[config.mk]
export PLATFORM = sky130hd
export DESIGN_NAME = simplez_cpu
export DESIGN_NICKNAME = d
export VERILOG_FILES = /design/src/rtl/simplez_pkg.sv /design/src/rtl/simplez_alu.sv /design/src/rtl/simplez_cpu.sv
export SDC_FILE = /design/constraint.sdc
export NUM_CORES = 1
export LEC_CHECK = 0
export ABC_AREA = 1
export CAP_MARGIN = 10
export CORE_MARGIN = 3
export CORE_UTILIZATION = 35
export CTS_CLUSTER_DIAMETER = 60
export DETAILED_ROUTE_END_ITERATION = 10
export PLACE_DENSITY_LB_ADDON = 0.3
export SLEW_MARGIN = 15
export SYNTH_ARGS = -nofsm -noshare
export SYNTH_HDL_FRONTEND = slang
export SYNTH_SLANG_ARGS = --single-unit
export TNS_END_PERCENT = 30
[constraint.sdc]
create_clock -name clk -period 7.07 [get_ports clk]
set_input_delay 1.0605 -clock clk [delete_from_list [all_inputs] [get_ports clk]]
set_output_delay 1.0605 -clock clk [all_outputs]
set_load 0.02 [all_outputs]
[src/rtl/simplez_pkg.sv]
// Shared constants, opcode values and FSM state encoding for the Simplez CPU.
package simplez_pkg;

    localparam int unsigned DATA_W = 12;
    localparam int unsigned ADDR_W = 9;
    localparam int unsigned OP_W   = 3;

    localparam logic [OP_W-1:0] OP_ST   = 3'd0;
    localparam logic [OP_W-1:0] OP_LD   = 3'd1;
    localparam logic [OP_W-1:0] OP_ADD  = 3'd2;
    localparam logic [OP_W-1:0] OP_BR   = 3'd3;
    localparam logic [OP_W-1:0] OP_BZ   = 3'd4;
    localparam logic [OP_W-1:0] OP_CLR  = 3'd5;
    localparam logic [OP_W-1:0] OP_DEC  = 3'd6;
    localparam logic [OP_W-1:0] OP_HALT = 3'd7;

    typedef enum logic [1:0] {
        ST_IDLE   = 2'd0,
        ST_FETCH  = 2'd1,
        ST_EXEC   = 2'd2,
        ST_HALTED = 2'd3
    } state_t;

    function automatic logic [OP_W-1:0] ir_op(input logic [DATA_W-1:0] ir);
        return ir[DATA_W-1 -: OP_W];
    endfunction

    function automatic logic [ADDR_W-1:0] ir_cd(input logic [DATA_W-1:0] ir);
        return ir[ADDR_W-1:0];
    endfunction

endpackage

[src/rtl/simplez_alu.sv]
// Combinational accumulator update for the EXEC cycle, plus the ACC==0 flag used by BZ.
module simplez_alu
    import simplez_pkg::*;
(
    input  logic [OP_W-1:0]   i_op,
    input  logic [DATA_W-1:0] i_acc,
    input  logic [DATA_W-1:0] i_mem_din,
    output logic [DATA_W-1:0] o_acc_nxt_c,
    output logic              o_zero_c
);

    // Opcodes that do not touch ACC pass it through unchanged.
    always_comb begin
        o_acc_nxt_c = i_acc;
        case (i_op)
            OP_LD:   o_acc_nxt_c = i_mem_din;
            OP_ADD:  o_acc_nxt_c = i_acc + i_mem_din;
            OP_CLR:  o_acc_nxt_c = '0;
            OP_DEC:  o_acc_nxt_c = i_acc - DATA_W'(1);
            default: o_acc_nxt_c = i_acc;
        endcase
    end

    assign o_zero_c = (i_acc == '0);

endmodule

[src/rtl/simplez_cpu.sv]
// Simplez 12-bit accumulator CPU: two-cycle FETCH/EXEC control unit, PC, IR and ACC.
module simplez_cpu
    import simplez_pkg::*;
#(
    parameter logic [ADDR_W-1:0] RESET_PC = ADDR_W'(0)
) (
    input  logic              clk,
    input  logic              rstn,
    input  logic              start,
    input  logic [DATA_W-1:0] mem_din,
    output logic [ADDR_W-1:0] mem_addr,
    output logic              mem_wr,
    output logic [DATA_W-1:0] mem_dout,
    output logic              halt,
    output logic [DATA_W-1:0] acc,
    output logic [ADDR_W-1:0] pc
);

    state_t            r_state, w_state_nxt;
    logic [ADDR_W-1:0] r_pc, w_pc_nxt;
    logic [DATA_W-1:0] r_acc, w_acc_nxt;
    logic [DATA_W-1:0] r_ir, w_ir_nxt;
    logic [OP_W-1:0]   w_op;
    logic [ADDR_W-1:0] w_cd;
    logic [DATA_W-1:0] w_alu_acc;
    logic              w_alu_zero;

    assign w_op = ir_op(r_ir);
    assign w_cd = ir_cd(r_ir);

    simplez_alu u_alu (
        .i_op        (w_op),
        .i_acc       (r_acc),
        .i_mem_din   (mem_din),
        .o_acc_nxt_c (w_alu_acc),
        .o_zero_c    (w_alu_zero)
    );

    always_ff @(posedge clk or negedge rstn) begin
        if (!rstn) begin
            r_state <= ST_IDLE;
            r_pc    <= RESET_PC;
            r_acc   <= '0;
            r_ir    <= '0;
        end else begin
            r_state <= w_state_nxt;
            r_pc    <= w_pc_nxt;
            r_acc   <= w_acc_nxt;
            r_ir    <= w_ir_nxt;
        end
    end

    always_comb begin
        w_state_nxt = r_state;
        w_pc_nxt    = r_pc;
        w_acc_nxt   = r_acc;
        w_ir_nxt    = r_ir;
        case (r_state)
            ST_IDLE: begin
                if (start) w_state_nxt = ST_FETCH;
            end
            ST_FETCH: begin
                w_ir_nxt    = mem_din;
                w_pc_nxt    = r_pc + ADDR_W'(1);
                w_state_nxt = ST_EXEC;
            end
            ST_EXEC: begin
                w_acc_nxt   = w_alu_acc;
                w_state_nxt = ST_FETCH;
                case (w_op)
                    OP_BR:   w_pc_nxt = w_cd;
                    OP_BZ:   if (w_alu_zero) w_pc_nxt = w_cd;
                    OP_HALT: w_state_nxt = ST_HALTED;
                    default: w_pc_nxt = r_pc;
                endcase
            end
            ST_HALTED: begin
                if (start) begin
                    w_pc_nxt    = RESET_PC;
                    w_state_nxt = ST_FETCH;
                end
            end
            default: w_state_nxt = ST_IDLE;
        endcase
    end

    // Memory interface is decoded from registers only so it is stable at the memory's negedge sample.
    always_comb begin
        mem_addr = r_pc;
        mem_wr   = 1'b0;
        if (r_state == ST_EXEC) begin
            mem_addr = w_cd;
            mem_wr   = (w_op == OP_ST);
        end
    end

    assign mem_dout = r_acc;
    assign halt     = (r_state == ST_HALTED);
    assign acc      = r_acc;
    assign pc       = r_pc;

endmodule

Yosys cells after proc, flatten, opt, wreduce, memory -nomap -nowiden
Index checks and enable logic that the tools add are counted.
- register bits: 35
- input bits: 15
- output and inout port bits: 44
- add/subtract/negate cells: 3
- equality and inequality tests: 14
- muxes and demuxes: 10
- reductions and logical operators: 8
- operators by type and width (kind ; count):
    12-bit one-hot mux with 4 select lines ; 1
    9-bit two-way mux ; 3
    9-bit one-hot mux with 3 select lines ; 1
    9-bit one-hot mux with 2 select lines ; 1
    12-bit adder ; 1
    3-bit == test (second input constant) ; 4
    12-bit zero test ; 1
    12-bit by 1-bit subtractor with 12-bit output (second input constant) ; 1
    9-bit by 1-bit adder with 9-bit output (second input constant) ; 1
    3-bit by 2-bit == test with 1-bit output (second input constant) ; 2
    2-bit one-hot mux with 3 select lines ; 1
    2-bit == test (second input constant) ; 2
    2-bit two-way mux ; 2
    4-bit AND reduction ; 1
    4-bit nonzero test ; 1
    3-bit by 1-bit == test with 1-bit output (second input constant) ; 1
    3-bit zero test ; 1
    3-bit by 1-bit != test with 1-bit output (second input constant) ; 1
    3-bit by 2-bit != test with 1-bit output (second input constant) ; 1
    3-bit nonzero test ; 1
    2-bit by 1-bit == test with 1-bit output (second input constant) ; 1
    2-bit zero test ; 1
    2-bit by 1-bit != test with 1-bit output (second input constant) ; 1
    2-bit != test (second input constant) ; 1
    3 further kinds ; 3

Depth between registers and ports, before layout
Gate-level depths: netlist (run 1).
- depth in word-level cells: 4
- mapped depth: 23
- depth with buffers taken out: 23

Modules after synthesis
Synthesis (run 1) repeated with hierarchy kept, for this count alone.
- cell total of the unflattened synthesis: 426
- area, all modules: 2980.4 µm²
- by module, submodules not included (module ; times used ; cells each ; area an instance (µm²)):
    simplez_cpu ; 1 ; 227 ; 1881.8
    simplez_alu ; 1 ; 199 ; 1098.6

Least setup slack after synthesis (run 1)
No wires, ideal clock.
- path type: input -> register
- start point: input mem_din[0]
- end point: register r_acc[11] (netlist: acc[11])
- setup time: 77 ps
- data arrival time: 3116 ps
- slack: 3877 ps
- stages on the path: 22
- path buffers: 0
- path through: inv_1 -> ha_1 -> inv_1 -> nor2_1 -> inv_1 -> nor3_1 -> inv_1 -> nor2_1 -> inv_1 -> nor2_1 -> inv_1 -> o21ai_0 -> nand3_1 -> ha_1 -> a21oi_1 -> o21a_1 -> nand2_1 -> nor2_1 -> inv_1 -> nand2_1 -> nand3_1 -> a21oi_1
- cells in the longest elaborated chain, start to end: 2
- RTL lines (element ; RTL line ; RTL):
    start, declared ; simplez_cpu.sv:10 ; input logic [DATA_W-1:0] mem_din,
    12-bit adder ; simplez_alu.sv:17 ; OP_ADD: o_acc_nxt_c = i_acc + i_mem_din;
    12-bit one-hot mux with 4 select lines ; simplez_alu.sv:15 ; case (i_op)
    end signal, assigned ; simplez_cpu.sv:48 ; r_acc <= w_acc_nxt;
    end, declared ; simplez_cpu.sv:21 ; logic [DATA_W-1:0] r_acc, w_acc_nxt;
Every way passes these cells.
A chain may end at the register's enable or synchronous reset.

Final worst setup path (run 1)
Ends and elaborated chain as after synthesis.

==> results of run 1 <==
==> registers in the layout, summed over array words and instances (netlist names) <==
name,count
pc,9
acc,12
r_ir,12
r_state,2
==> per-stage QoR <==
step	instance area, µm²	total power [µW]	setup slack (ns)	util
final	3440	1720	3.36	0.460
after floorplan	2780	1200	3.88	-
after detailed placement	3360	1580	3.16	0.448
after global placement	3360	1560	3.22	0.448
after CTS	3440	1740	3.39	0.460
after global routing	3440	1900	3.05	0.460
==> final cells by class <==
cell class | count | area [µm²]
clock buffer | 6 | 72.6
inverter | 52 | 195
tap | 99 | 124
timing repair buffer | 59 | 588
multi-input combinational | 289 | 1570
clock inverter | 2 | 12.5
fill | 755 | 4040
sequential | 35 | 876
==> power by group <==
part	leakage, µW	switching [µW]	internal [µW]
combinational	0.00115	686	488
clock	0.0000412	79.6	69.0
sequential	0.000404	102	299
==> kinds of logic after synthesis <==
kind of cell / Yosys count / share of synthesized area
XOR/XNOR: 2 / 0.00630
adder cells (fa/ha/maj): 23 / 0.106
multiplexers: 5 / 0.0203
AND/OR/NAND/NOR: 174 / 0.262
buffers and inverters: 74 / 0.119
AO/OA/AOI/OAI: 85 / 0.171
flip-flops: 35 / 0.315
==> worst max-delay path, cell delays in order <==
cell,delay (ns)
clkdlybuf4s50_1,0.42
inv_1,0.13
ha_1,0.16
inv_1,0.05
nor2_1,0.08
inv_1,0.07
nor3_1,0.13
inv_1,0.10
nor2_1,0.09
inv_1,0.07
nor2_1,0.11
inv_1,0.07
o21ai_0,0.19
nand3_1,0.11
ha_1,0.34
a21oi_1,0.14
o21a_1,0.13
nand2_1,0.05
nor2_1,0.14
inv_1,0.06
nand2_1,0.06
nand3_1,0.06
a21oi_1,0.15
==> path summary, 6_finish.rpt <==
| kind | from | endpoint | slack (ns) |
|---|---|---|---|
| worst max-delay path | mem_din[0] | acc[11] | 3.36 |
| worst min-delay path | r_ir[6] | r_ir[6] | 0.52 |
| worst max register to register | r_ir[9] | acc[9] | 3.82 |
| worst min register to register | r_ir[6] | r_ir[6] | 0.52 |
| max in group asynchronous | rstn | r_ir[7] | 5.56 |
| min in group asynchronous | rstn | pc[2] | 1.18 |
==> per-layer routing <==
metal | track usage | vias up
met2 | 0.274 | 84
met3 | 0.0300 | 4
met4 | 0.0349 | 0
met1 | 0.229 | 1259
li1 | - | 1387
met5 | 0 | -
==> cells in the final DEF, fill, tap and decap left out, types with 5 or more instances in the layout <==
| cell | synthesis | layout |
|---|---|---|
| nand2_1 | 87 | 87 |
| clkdlybuf4s50_1 | 0 | 58 |
| inv_1 | 51 | 51 |
| nor2_1 | 45 | 45 |
| o21ai_0 | 40 | 40 |
| dfrtp_1 | 35 | 35 |
| nand3_1 | 25 | 25 |
| a21oi_1 | 22 | 22 |
| ha_1 | 22 | 22 |
| a31oi_1 | 13 | 13 |
| nor3_1 | 6 | 6 |
| mux2_2 | 5 | 5 |
| clkbuf_8 | 0 | 5 |
==> impl_results.md, run 1 <==
* Status: complete, no violations
* Crit Path Max Fanout at 4
* Async set-reset flop share out of synthesis at 1.00
* Final Max Tran Viols at 0
* DRC Markers at 0
* Routed wire length at 7370 µm
* Max clock buf depth at 2
* HP Class: reg2reg
* Die Y at about 95 µm
* Ys flop type: dfrtp_1
* Slew HR at 0.408
* Post-CTS setup buffers at 0
* CP Class: in2reg
* TritonCTS clock tree: yes
* H-tree depth at 2
* Power Dens Cells at 501 mW/mm²
* Final hold vios at 0
* Final setup TNS at 0 ns
* Setup Viol. Count Final at 0
* Antenna violations before repair at 0
* Hold_ws at 0.516 ns
* Clk Latency, worst-skew pair at 0.29 ns
* VDD IR max at 0.132 mV
* Cell count after synthesis at 398
* Post-DR vias/cell at 5.04
* Hold path cells at 1
* Netlist Area Pre-Place at approximately 0.0028 mm²
* Syn avg cell area at 6.99 µm²
* Fin crit share at 0.525
* Ports at 59
* Sequential-to-total area share from yosys stat at 0.315
* Synth cell types at 30
* First-pass GRT wire length at 12000 µm
* CP arrival at 3.93 ns
* Max Fclk at 270 MHz
* Die ar. at 0.00905 mm²
* Top cells by count, synth: 87 x nand2_1, 51 x inv_1, 45 x nor2_1
* Die extent in x at 95.1 µm
* Post-Syn Nets at 436
* RSZ-0062 raised after global routing: no
* Initial DRC Count at 191
* Post-route ant nets at 0
* CTS Buf Count at 5
* FP Rows at 31
* Diode count at 0
* Max-cap violations at 0
* Clock Pin Slew Worst Setup and Hold Paths at 0.08 ns
* GRT Util Overall at 0.167
* Core area at 0.00749 mm²
* Layout area overhead at 23.8%
* Clk_skew at 0.00651 ns
* #FFs+latches synth at 35
* Synth warn at 0
* Met2 wire len at 3480 µm
* Wire length per cell at between 10 and 15 µm
* CTS Hold Bufs at 0
* Gr ovfl total at 0
* IO buf count at 58
* Clock root cell: clkbuf_8
* Largest net degree at the start of global routing at 36
* Post-CTS resize count at 0
* Clock Sinks at 35
* # placed instances at about 530
* Final Wtd Congestion at approximately 0.89
* DR vias at between 2000 and 3000
* Crit start category: primary input
* Post-synth top area share at 0.315
* Reg2Reg Depth at 13
* Most frequent cell after synthesis: nand2_1
* Slew @ Worst Pin at 0.885 ns
* Initial Util at 0.371
* Layout cells sized above 1 at 0.0429
* CP required at around 7.3 ns
* Number of flops mapped to enable cells by yosys at 0
* Hpwl dp at approximately 5600 µm
* Leak at 0.00160 µW
* Met1 Routed Length at 3410 µm
* Final min period at approximately 3.7 ns
* Routed met3 length at between 400 and 500 µm
* Synth area leaders: dfrtp_1 32%, nand2_1 12%, ha_1 9.9%, o21ai_0 7.2%, inv_1 6.9%
* Vias in the first global route at 2490
* Critical Path Sink Type: flop
* Detailed Routing Iterations Pass 1 at 5
* Cell taking the most area after synthesis: dfrtp_1
* Nets@finish at 480
* Final std cells w/o fill at 542
* Top layer in use: met4
(Power assumes the default switching activity.)
==> inputs of run 2 (changes only) <==
- clock period: 7.07 -> 3.19 ns (I/O delays scaled with it)
==> impl_results.md, run 2 (synthesized netlist as in run 1, its figures left out) <==
* Final setup TNS at 0 ns
* HP Class: reg2reg
* Final min period at 2.88 ns
* Layout fillers at 761
* Die Y at 95.1 µm
* Status: complete, no violations
* Gr ovfl total at 0
* CTS Hold Bufs at 0
* Clk_skew at 0.00433 ns
* Layout cells sized above 1 at 0.0911
* Final Wtd Congestion at 0.896
* Largest net degree at the start of global routing at 36
* DRC Markers at 0
* Final design utilization at 0.482
* Final Max Tran Viols at 0
* Max Fclk at 348 MHz
* Slew @ Worst Pin at 0.686 ns
* Clock Sinks at 35
* Setup Viol. Count Final at 0
* Placed cell area at 0.00349 mm²
* Post-route ant nets at 0
* Slew HR at 0.543
* Most common cell after layout, fill and taps aside: nand2_1
* Initial Util at 0.371
* Initial DRC Count at roughly 150
* CP required at about 3.4 ns
* Routed wire length at around 7600 µm
* Clock Pin Slew Worst Setup and Hold Paths at 0.08 ns
* Crit start category: primary input
* # placed instances at 552
* Antenna violations before repair at 0
* Final std cell area, no fill at 0.00360 mm²
* VDD IR max at 0.274 mV
* Layout area overhead at 29.7%
* Nets@finish at approximately 500
* Max clock buf depth at 2
* Diode count at 0
* Crit Path Max Fanout at 3
* H-tree depth at 2
* Critical Path Sink Type: flop
* GRT Util Overall at 0.173
* Max-cap violations at 0
* CP arrival at 3.09 ns
* IO buf count at 58
* Die ar. at about 0.0090 mm²
* Hold_ws at 0.514 ns
* Die extent in x at 95.1 µm
* Leak at 0.00169 µW
* FP Rows at 31
* Post-DR vias/cell at 5.00
* Detailed Routing Iterations Pass 1 at 4
* Vias in the first global route at about 2500
* Clock root cell: clkbuf_8
* Power Dens Cells at 1100 mW/mm²
* TritonCTS clock tree: yes
* RSZ-0062 raised after global routing: yes
* Final std cells w/o fill at 560
* CTS Buf Count at 5
* Ports at slightly below 60
* DR vias at between 2000 and 3000
* Wire length per cell at 13.6 µm
* CP Class: in2reg
* Hpwl dp at 5870 µm
* Most frequent cells in the layout: 87 x nand2_1, 58 x clkdlybuf4s50_1, 51 x inv_1, 44 x nor2_1, 38 x o21ai_0
* Core area at 0.00749 mm²
* Final hold vios at 0
* Clk Latency, worst-skew pair at 0.29 ns
* First-pass GRT wire length at about 12000 µm
* Fin crit share at 0.902
## run 2: worst paths after layout
kind | from | to | slack (ns) | depth (start not counted)
worst min-delay path | r_ir[6] | r_ir[6] | 0.51 | 1
worst max-delay path | mem_din[0] | acc[11] | 0.31 | 23
worst max register to register | r_ir[9] | acc[7] | 0.65 | 12
max in group asynchronous | rstn | acc[10] | 2.26 | 2
min in group asynchronous | rstn | pc[3] | 0.60 | 2
worst min register to register | r_ir[6] | r_ir[6] | 0.51 | 1
## run 2: final cells by class
type / instances / area (µm²) / area share
well taps: 99 / 124 / 0.0344
flip-flops and latches: 35 / 876 / 0.243
inverters: 52 / 195 / 0.0541
clock inverters: 3 / 20.0 / 0.00555
clock buffers: 5 / 68.8 / 0.0191
multi-input cells: 289 / 1600 / 0.443
repair buffers: 77 / 723 / 0.201
## run 2: repair_timing
action / in CTS / in global routing
setup buffers: 0 / 0
gates resized for setup: 0 / 6
endpoints found under the setup margin: 0 / 4
## run 2: power by group
| group | total [µW] | internal (µW) | switching, µW |
|---|---|---|---|
| sequential | 895 | 663 | 232 |
| combinational | 2740 | 1180 | 1560 |
| clock | 337 | 152 | 185 |
## run 2: through the flow
stage / worst slack (ns) / total power [µW]
global route: -0.108 / 4330
global placement: 0.0193 / 3570
finish: 0.314 / 3970
detailed placement: -0.0704 / 3620
floorplan: 0.579 / 2670
CTS: 0.198 / 3970
## run 2: critical path: stages
cell             delay, ns
clkdlybuf4s50_1       0.43
inv_1                 0.09
ha_1                  0.15
inv_1                 0.05
nor2_1                0.08
inv_1                 0.07
nor3_2                0.10
inv_1                 0.09
nor2_1                0.09
inv_1                 0.08
nor2_2                0.10
inv_1                 0.06
o21ai_1               0.12
nand3_1               0.12
ha_4                  0.30
nand2_1               0.06
nor2_1                0.14
nand2_1               0.06
nor2_1                0.08
nor2_1                0.06
nand3_1               0.07
nand3_1               0.07
a21oi_1               0.13
## run 2: metal layers
metal  part of all wire  wire [µm]  vias to the layer above  GRT usage
met4              0.011         82                        0     0.0421
met1               0.47       3550                     1294      0.238
met5                  0          0                        -          0
met2               0.48       3650                       68      0.282
li1                   -          -                     1428          -
met3              0.042        319                        8     0.0284
